==> src/rtl/tank_pkg.sv <==
// Shared types and constants for the tank game enemy logic.
// Spawn coordinates are screen pixel positions of each spawn point.
package tank_pkg;

  typedef enum logic [1:0] {
    ACTIVE  = 2'd0,
    WAIT    = 2'd1,
    PENDING = 2'd2,
    RETIRED = 2'd3
  } enemy_slot_t;

  localparam int unsigned NUM_ENEMY_DEF = 3;
  localparam int unsigned NUM_SPAWN_DEF = 3;

  typedef struct packed {
    logic [9:0] x;
    logic [9:0] y;
  } spawn_xy_t;

  localparam spawn_xy_t SPAWN_XY [NUM_SPAWN_DEF] = '{
    '{x: 10'd32,  y: 10'd32},
    '{x: 10'd192, y: 10'd32},
    '{x: 10'd512, y: 10'd32}
  };

  function automatic spawn_xy_t spawn_coord(input logic [1:0] idx);
    spawn_coord = (idx < 2'(NUM_SPAWN_DEF)) ? SPAWN_XY[idx] : SPAWN_XY[0];
  endfunction

endpackage

==> src/rtl/enemy_spawn_ctrl_rr_arbiter.sv <==
// Round-robin arbiter: searches requests starting just after the last
// granted index, wrapping modulo N, and returns a one-hot grant.
module rr_arbiter #(
  parameter int unsigned N = 3,
  localparam int unsigned LW = (N > 1) ? $clog2(N) : 1
) (
  input  logic [N-1:0]  req,
  input  logic          en,
  input  logic [LW-1:0] last,
  output logic [N-1:0]  gnt,
  output logic          valid
);

  logic [LW-1:0] idx;

  always_comb begin
    gnt   = '0;
    valid = 1'b0;
    idx   = '0;
    if (en) begin
      for (int unsigned off = 1; off <= N; off++) begin
        idx = LW'((32'(last) + off) % N);
        if (!valid && req[idx]) begin
          gnt[idx] = 1'b1;
          valid    = 1'b1;
        end
      end
    end
  end

endmodule

==> src/rtl/enemy_spawn_ctrl.sv <==
// Enemy respawn sequencer: per-enemy delay state machines, reserve pool,
// round-robin spawn arbitration (one grant per frame), kill/level-clear reporting.
module enemy_spawn_ctrl
  import tank_pkg::*;
#(
  parameter int unsigned NUM_ENEMY   = NUM_ENEMY_DEF,
  parameter int unsigned NUM_SPAWN   = NUM_SPAWN_DEF,
  parameter int unsigned RESERVE     = 20,
  parameter int unsigned SPAWN_DELAY = 60
) (
  input  logic                 clk_50MHz,
  input  logic                 reset,
  input  logic                 refresh_tick,
  input  logic [NUM_ENEMY-1:0] destroyed,
  input  logic [NUM_SPAWN-1:0] spawn_clear,
  output logic [NUM_ENEMY-1:0] spawn_grant,
  output logic [1:0]           spawn_point,
  output logic [NUM_ENEMY-1:0] enemy_active,
  output logic [7:0]           reserve_left,
  output logic [7:0]           kill_count,
  output logic                 level_clear
);

  localparam int unsigned LW = (NUM_ENEMY > 1) ? $clog2(NUM_ENEMY) : 1;

  enemy_slot_t          state_q [NUM_ENEMY];
  enemy_slot_t          state_d [NUM_ENEMY];
  logic [7:0]           cnt_q   [NUM_ENEMY];
  logic [7:0]           cnt_d   [NUM_ENEMY];

  logic [NUM_ENEMY-1:0] req;
  logic [NUM_ENEMY-1:0] gnt;
  logic                 arb_valid;
  logic                 arb_en;
  logic [LW-1:0]        gnt_idx;

  logic [LW-1:0]        last_q, last_d;
  logic [1:0]           sp_q, sp_d;
  logic [7:0]           reserve_q, reserve_d;
  logic [7:0]           kill_q, kill_d;
  logic                 clear_q, clear_d;
  logic [NUM_ENEMY-1:0] grant_q, grant_d;
  logic [1:0]           point_q, point_d;
  logic                 all_retired;

  always_comb begin
    all_retired = 1'b1;
    for (int unsigned i = 0; i < NUM_ENEMY; i++) begin
      req[i] = (state_q[i] == PENDING);
      if (state_q[i] != RETIRED) all_retired = 1'b0;
    end
  end

  // Gating on reserve keeps reserve_left from underflowing and lets
  // stranded PENDING enemies retire instead of winning a grant.
  assign arb_en = refresh_tick && !clear_q && (reserve_q != '0);

  rr_arbiter #(.N(NUM_ENEMY)) u_arb (
    .req   (req),
    .en    (arb_en),
    .last  (last_q),
    .gnt   (gnt),
    .valid (arb_valid)
  );

  always_comb begin
    gnt_idx = last_q;
    for (int unsigned i = 0; i < NUM_ENEMY; i++) begin
      if (gnt[i]) gnt_idx = LW'(i);
    end
  end

  // Shared arbitration and bookkeeping
  always_comb begin
    grant_d   = '0;
    point_d   = '0;
    sp_d      = sp_q;
    last_d    = last_q;
    reserve_d = reserve_q;
    if (arb_valid) begin
      sp_d = (sp_q == 2'(NUM_SPAWN - 1)) ? '0 : sp_q + 2'd1;
      if (spawn_clear[sp_q]) begin
        grant_d   = gnt;
        point_d   = sp_q;
        reserve_d = reserve_q - 8'd1;
        last_d    = gnt_idx;
      end
    end
    clear_d = clear_q || (all_retired && (reserve_q == '0));
  end

  // Per-enemy state machines
  always_comb begin
    kill_d = kill_q;
    for (int unsigned i = 0; i < NUM_ENEMY; i++) begin
      state_d[i] = state_q[i];
      cnt_d[i]   = cnt_q[i];
      case (state_q[i])
        ACTIVE: begin
          if (destroyed[i]) begin
            state_d[i] = WAIT;
            cnt_d[i]   = 8'(SPAWN_DELAY);
            if (kill_d != 8'hFF) kill_d = kill_d + 8'd1;
          end
        end
        WAIT: begin
          if (refresh_tick) begin
            if (cnt_q[i] <= 8'd1) state_d[i] = PENDING;
            else                  cnt_d[i]   = cnt_q[i] - 8'd1;
          end
        end
        PENDING: begin
          if (refresh_tick) begin
            if (reserve_q == '0)  state_d[i] = RETIRED;
            else if (grant_d[i])  state_d[i] = ACTIVE;
          end
        end
        default: ;
      endcase
    end
  end

  always_ff @(posedge clk_50MHz) begin
    if (!reset) begin
      for (int unsigned i = 0; i < NUM_ENEMY; i++) begin
        state_q[i] <= ACTIVE;
        cnt_q[i]   <= 8'(SPAWN_DELAY);
      end
      last_q    <= LW'(NUM_ENEMY - 1);
      sp_q      <= '0;
      reserve_q <= 8'(RESERVE);
      kill_q    <= '0;
      clear_q   <= 1'b0;
      grant_q   <= '0;
      point_q   <= '0;
    end else begin
      for (int unsigned i = 0; i < NUM_ENEMY; i++) begin
        state_q[i] <= state_d[i];
        cnt_q[i]   <= cnt_d[i];
      end
      last_q    <= last_d;
      sp_q      <= sp_d;
      reserve_q <= reserve_d;
      kill_q    <= kill_d;
      clear_q   <= clear_d;
      grant_q   <= grant_d;
      point_q   <= point_d;
    end
  end

  always_comb begin
    for (int unsigned i = 0; i < NUM_ENEMY; i++) begin
      enemy_active[i] = (state_q[i] == ACTIVE);
    end
  end

  assign spawn_grant  = grant_q;
  assign spawn_point  = point_q;
  assign reserve_left = reserve_q;
  assign kill_count   = kill_q;
  assign level_clear  = clear_q;

endmodule

==> config.mk <==
export PLATFORM = sky130hd
export DESIGN_NAME = enemy_spawn_ctrl
export DESIGN_NICKNAME = d
export VERILOG_FILES = /design/src/rtl/tank_pkg.sv /design/src/rtl/enemy_spawn_ctrl_rr_arbiter.sv /design/src/rtl/enemy_spawn_ctrl.sv
export SDC_FILE = /design/constraint.sdc
export NUM_CORES = 1
export LEC_CHECK = 0
export ABC_AREA = 0
export CORE_UTILIZATION = 45
export DETAILED_ROUTE_END_ITERATION = 16
export PLACE_DENSITY_LB_ADDON = 0.1
export RECOVER_POWER = 100
export SKIP_LAST_GASP = 1
export SYNTH_ARGS = -nofsm -noshare
export SYNTH_HDL_FRONTEND = slang
export SYNTH_SLANG_ARGS = --single-unit
==> constraint.sdc <==
create_clock -name clk_50MHz -period 5.2 [get_ports clk_50MHz]
set_input_delay 0.52 -clock clk_50MHz [delete_from_list [all_inputs] [get_ports clk_50MHz]]
set_output_delay 0.52 -clock clk_50MHz [all_outputs]
set_load 0.03 [all_outputs]
==> metrics.yaml, run 1 <==
drive_gt1_share_pct: 6.21
synth_seq_cells: 56
avgViaCountPerCell: 5.64
synth_edf_count: 0
peakVddDrop_mv: 0.269
cp_data_arrival_time_ps: 4770
synth_mux_area_share_pct: 2.97
h-tree-depth: 2
coreArea_um2: 8680
swShare_pct: 44.8
period_needed_ps: 4580
grtUsageTotal_pct: 20.4
power.switching_mw: 0.743
hold_violations: 0
vias: 3426
nNetsFinal: 537
crit_slowest_cell: "dfxtp_1"
grt_pass1_vias: 3270
routedWlPerCell_um: 14.6
p_leak_nw: 1.61
clk_pin_slew_ps: 100
outcome: "finished, violations left"
cts.sinks: 56
p_seq_share_pct: 35.7
finClkSkew_ps: 6.93
wl_mm: 8.84
start_util_pct: 46.2
clock-root-buffer: "clkbuf_8"
cts_inserted_buffers: 5
cp_common_cell: "ha_1"
post-cts-setup-buffers: 0
numPortBuffers: 33
ant_nets: 0
cap_violations: 1
rsz0062_at_grt: "false"
io-pin-count: 34
cp-startpoint: "kill_count[0]"
fin_tns_setup_ps: 0
whs_ps: 501
p_comb_share_pct: 49.9
finalNonFillerCells: 607
worstSetupPathType: "register to register"
grt_first_pass_wirelength_mm: 15.2
antenna_found_initial: 0
worstPathCellList: "ha_1 -> nand3_1 -> o21ai_0 -> xor2_1 -> inv_1 -> ha_1 -> nor2b_1 -> and2_1 -> a41oi_1 -> xnor2_1 -> ha_1 -> nand2_1 -> a31oi_2 -> o31ai_1 -> or3b_1"
synth_xor_area_share_pct: 7.18
synth_cell_types: 79
drcViolationCount: 0
gp_congestion: 0.914
die-height_um: 96.4
drtIter0Drc: 147
tritoncts: "yes"
synthCells: 479
critPathRequiredTime_ps: 5400
syn_area_um2: 4010
synth-warning-count: 0
synth_top_family_by_area: "simple AND/OR/NAND/NOR gates"
worstReg2RegStart: "kill_count[0]"
insertion_delay_ps: 310
synth_simple_gate_area_share_pct: 27.4
synth_fa_ha_area_share_pct: 9.36
synth_compound_area_share_pct: 19.1
syn2layout_area_growth_pct: 9.77
slew_headroom_pct: -25.1
yosys_most_used_dff: "dfxtp_1"
gr-total-overflow: 0
setup_viol: 0
internal_power_mw: 0.917
worstHoldStart: "sp_q[0]"
max_freq_ghz: 0.219
avgSynthCellArea_um2: 8.37
cp_max_fo: 12
post-route-period-util_pct: 88.0
hold_class: "register to register"
cts_resized: 0
layout_common_cells: "dfxtp_1 (56), nor2_1 (53), nand2_1 (46), ha_1 (30), inv_1 (27)"
synth_nets: 518
placed_cells: 599
maxSlewViolCount: 11
final_common_cell: "dfxtp_1"
power_density_nw_per_um2: 377
clock_path_buffers: 2
fp-row-count: 34
fp.dieW_um: 96.4
n_antenna_cell: 0
dp_hpwl_mm: 6.69
grt_max_degree: 24
p_clk_share_pct: 14.4
synth-seq-area-share_pct: 28.0
hold_buffers: 0
cp-start-kind: "register"
tightest_slew_ps: 1850
critPathCaptureType: "register"
critical-path-max-stage-delay_ps: 620
violations: "max-capacitance violations, max-slew violations"
fp.dieArea_um2: 9290
ys_async_sr_fraction_pct: 0
drtPass1Iterations: 4
[synth_stat cells (7+ instances only)]
cell type | number | area, um^2
dfxtp_1 | 56 | 1120
nor2_1 | 52 | 195
nand2_1 | 46 | 173
ha_1 | 30 | 375
inv_1 | 27 | 101
xnor2_1 | 21 | 184
a21oi_1 | 16 | 80.1
nor3_1 | 16 | 80.1
nand3_1 | 15 | 75.1
a211oi_1 | 13 | 97.6
o21ai_0 | 12 | 60.1
nand4_1 | 10 | 62.6
xor2_1 | 10 | 87.6
nor2b_1 | 8 | 50.1
buf_2 | 7 | 35.0
mux2i_1 | 7 | 70.1
[area by class of cell]
cell class / instances / area [um^2]
multi-input cells: 374 / 2620
inverters: 27 / 101
clock inverters: 1 / 8.76
clock buffers: 7 / 76.3
well taps: 108 / 135
fillers: 863 / 4280
repair buffers: 34 / 338
flip-flops and latches: 56 / 1120
[critical path, delay by kind of cell (launching register included)]
| family | cells | cell delay (ps) |
|---|---|---|
| flip-flops | 1 | 620 |
| buffers and inverters | 1 | 80 |
| XOR/XNOR | 2 | 610 |
| AND/OR/NAND/NOR | 5 | 1000 |
| AO/OA/AOI/OAI | 4 | 1230 |
| adder cells (fa/ha/maj) | 3 | 940 |
[stage by stage]
stage	area (um^2)	setup slack (ps)	total power [mW]	util [%]
final	4400	624	1.66	50.7
after global routing	4400	143	1.80	50.7
after CTS	4430	733	1.68	51.0
after detailed placement	4340	775	1.44	50.0
after global placement	4340	857	1.42	50.0
after floorplan	4010	1270	1.24	-
[routing by layer]
| metal | vias to the layer above | global-route usage [%] | share of wire, % |
|---|---|---|---|
| met5 | - | 0 | 0 |
| met4 | 0 | 5.51 | 0.98 |
| met3 | 8 | 2.74 | 3.1 |
| met2 | 62 | 34.0 | 46 |
| met1 | 1603 | 27.7 | 50 |
| li1 | 1753 | - | - |
[registers in the layout (all words and copies together) (netlist names)]
register      cells
state_q           6
cnt_q            24
level_clear       1
spawn_grant       3
sp_q              2
kill_count        8
last_q            2
spawn_point       2
reserve_left      8
[path summary, 6_finish.rpt]
path	depth (start not counted)	to	slack, ps
max	15	kill_count[0]	620
max reg2reg	15	kill_count[0]	620
min	2	sp_q[0]	500
min reg2reg	2	sp_q[0]	500
[power by group through the flow]
| stage | Sequential [mW] | Clock [mW] | Combinational (mW) |
|---|---|---|---|
| floorplan | 0.585 | 0 | 0.655 |
| global placement | 0.598 | 0 | 0.826 |
| detailed placement | 0.601 | 0 | 0.838 |
| CTS | 0.591 | 0.250 | 0.844 |
| global route | 0.604 | 0.261 | 0.939 |
| finish | 0.592 | 0.239 | 0.828 |
[cell families after synthesis]
family / after synthesis
AO/OA/AOI/OAI: 99
XOR/XNOR: 32
adder cells (fa/ha/maj): 30
buffers and inverters: 49
flip-flops: 56
multiplexers: 11
AND/OR/NAND/NOR: 202
Power figures use the tool's default switching activity.
==> run 2: changes to the inputs <==
Settings changed: GPL_TIMING_DRIVEN set to 1.
==> results of run 2 <==
Final layout, timing and power as in run 1 (identical DEF).
==> run 3: changes to the inputs <==
Settings changed: ABC_AREA 0 to not set.
==> results of run 3 <==
Final layout, timing and power as in run 1 (identical DEF).
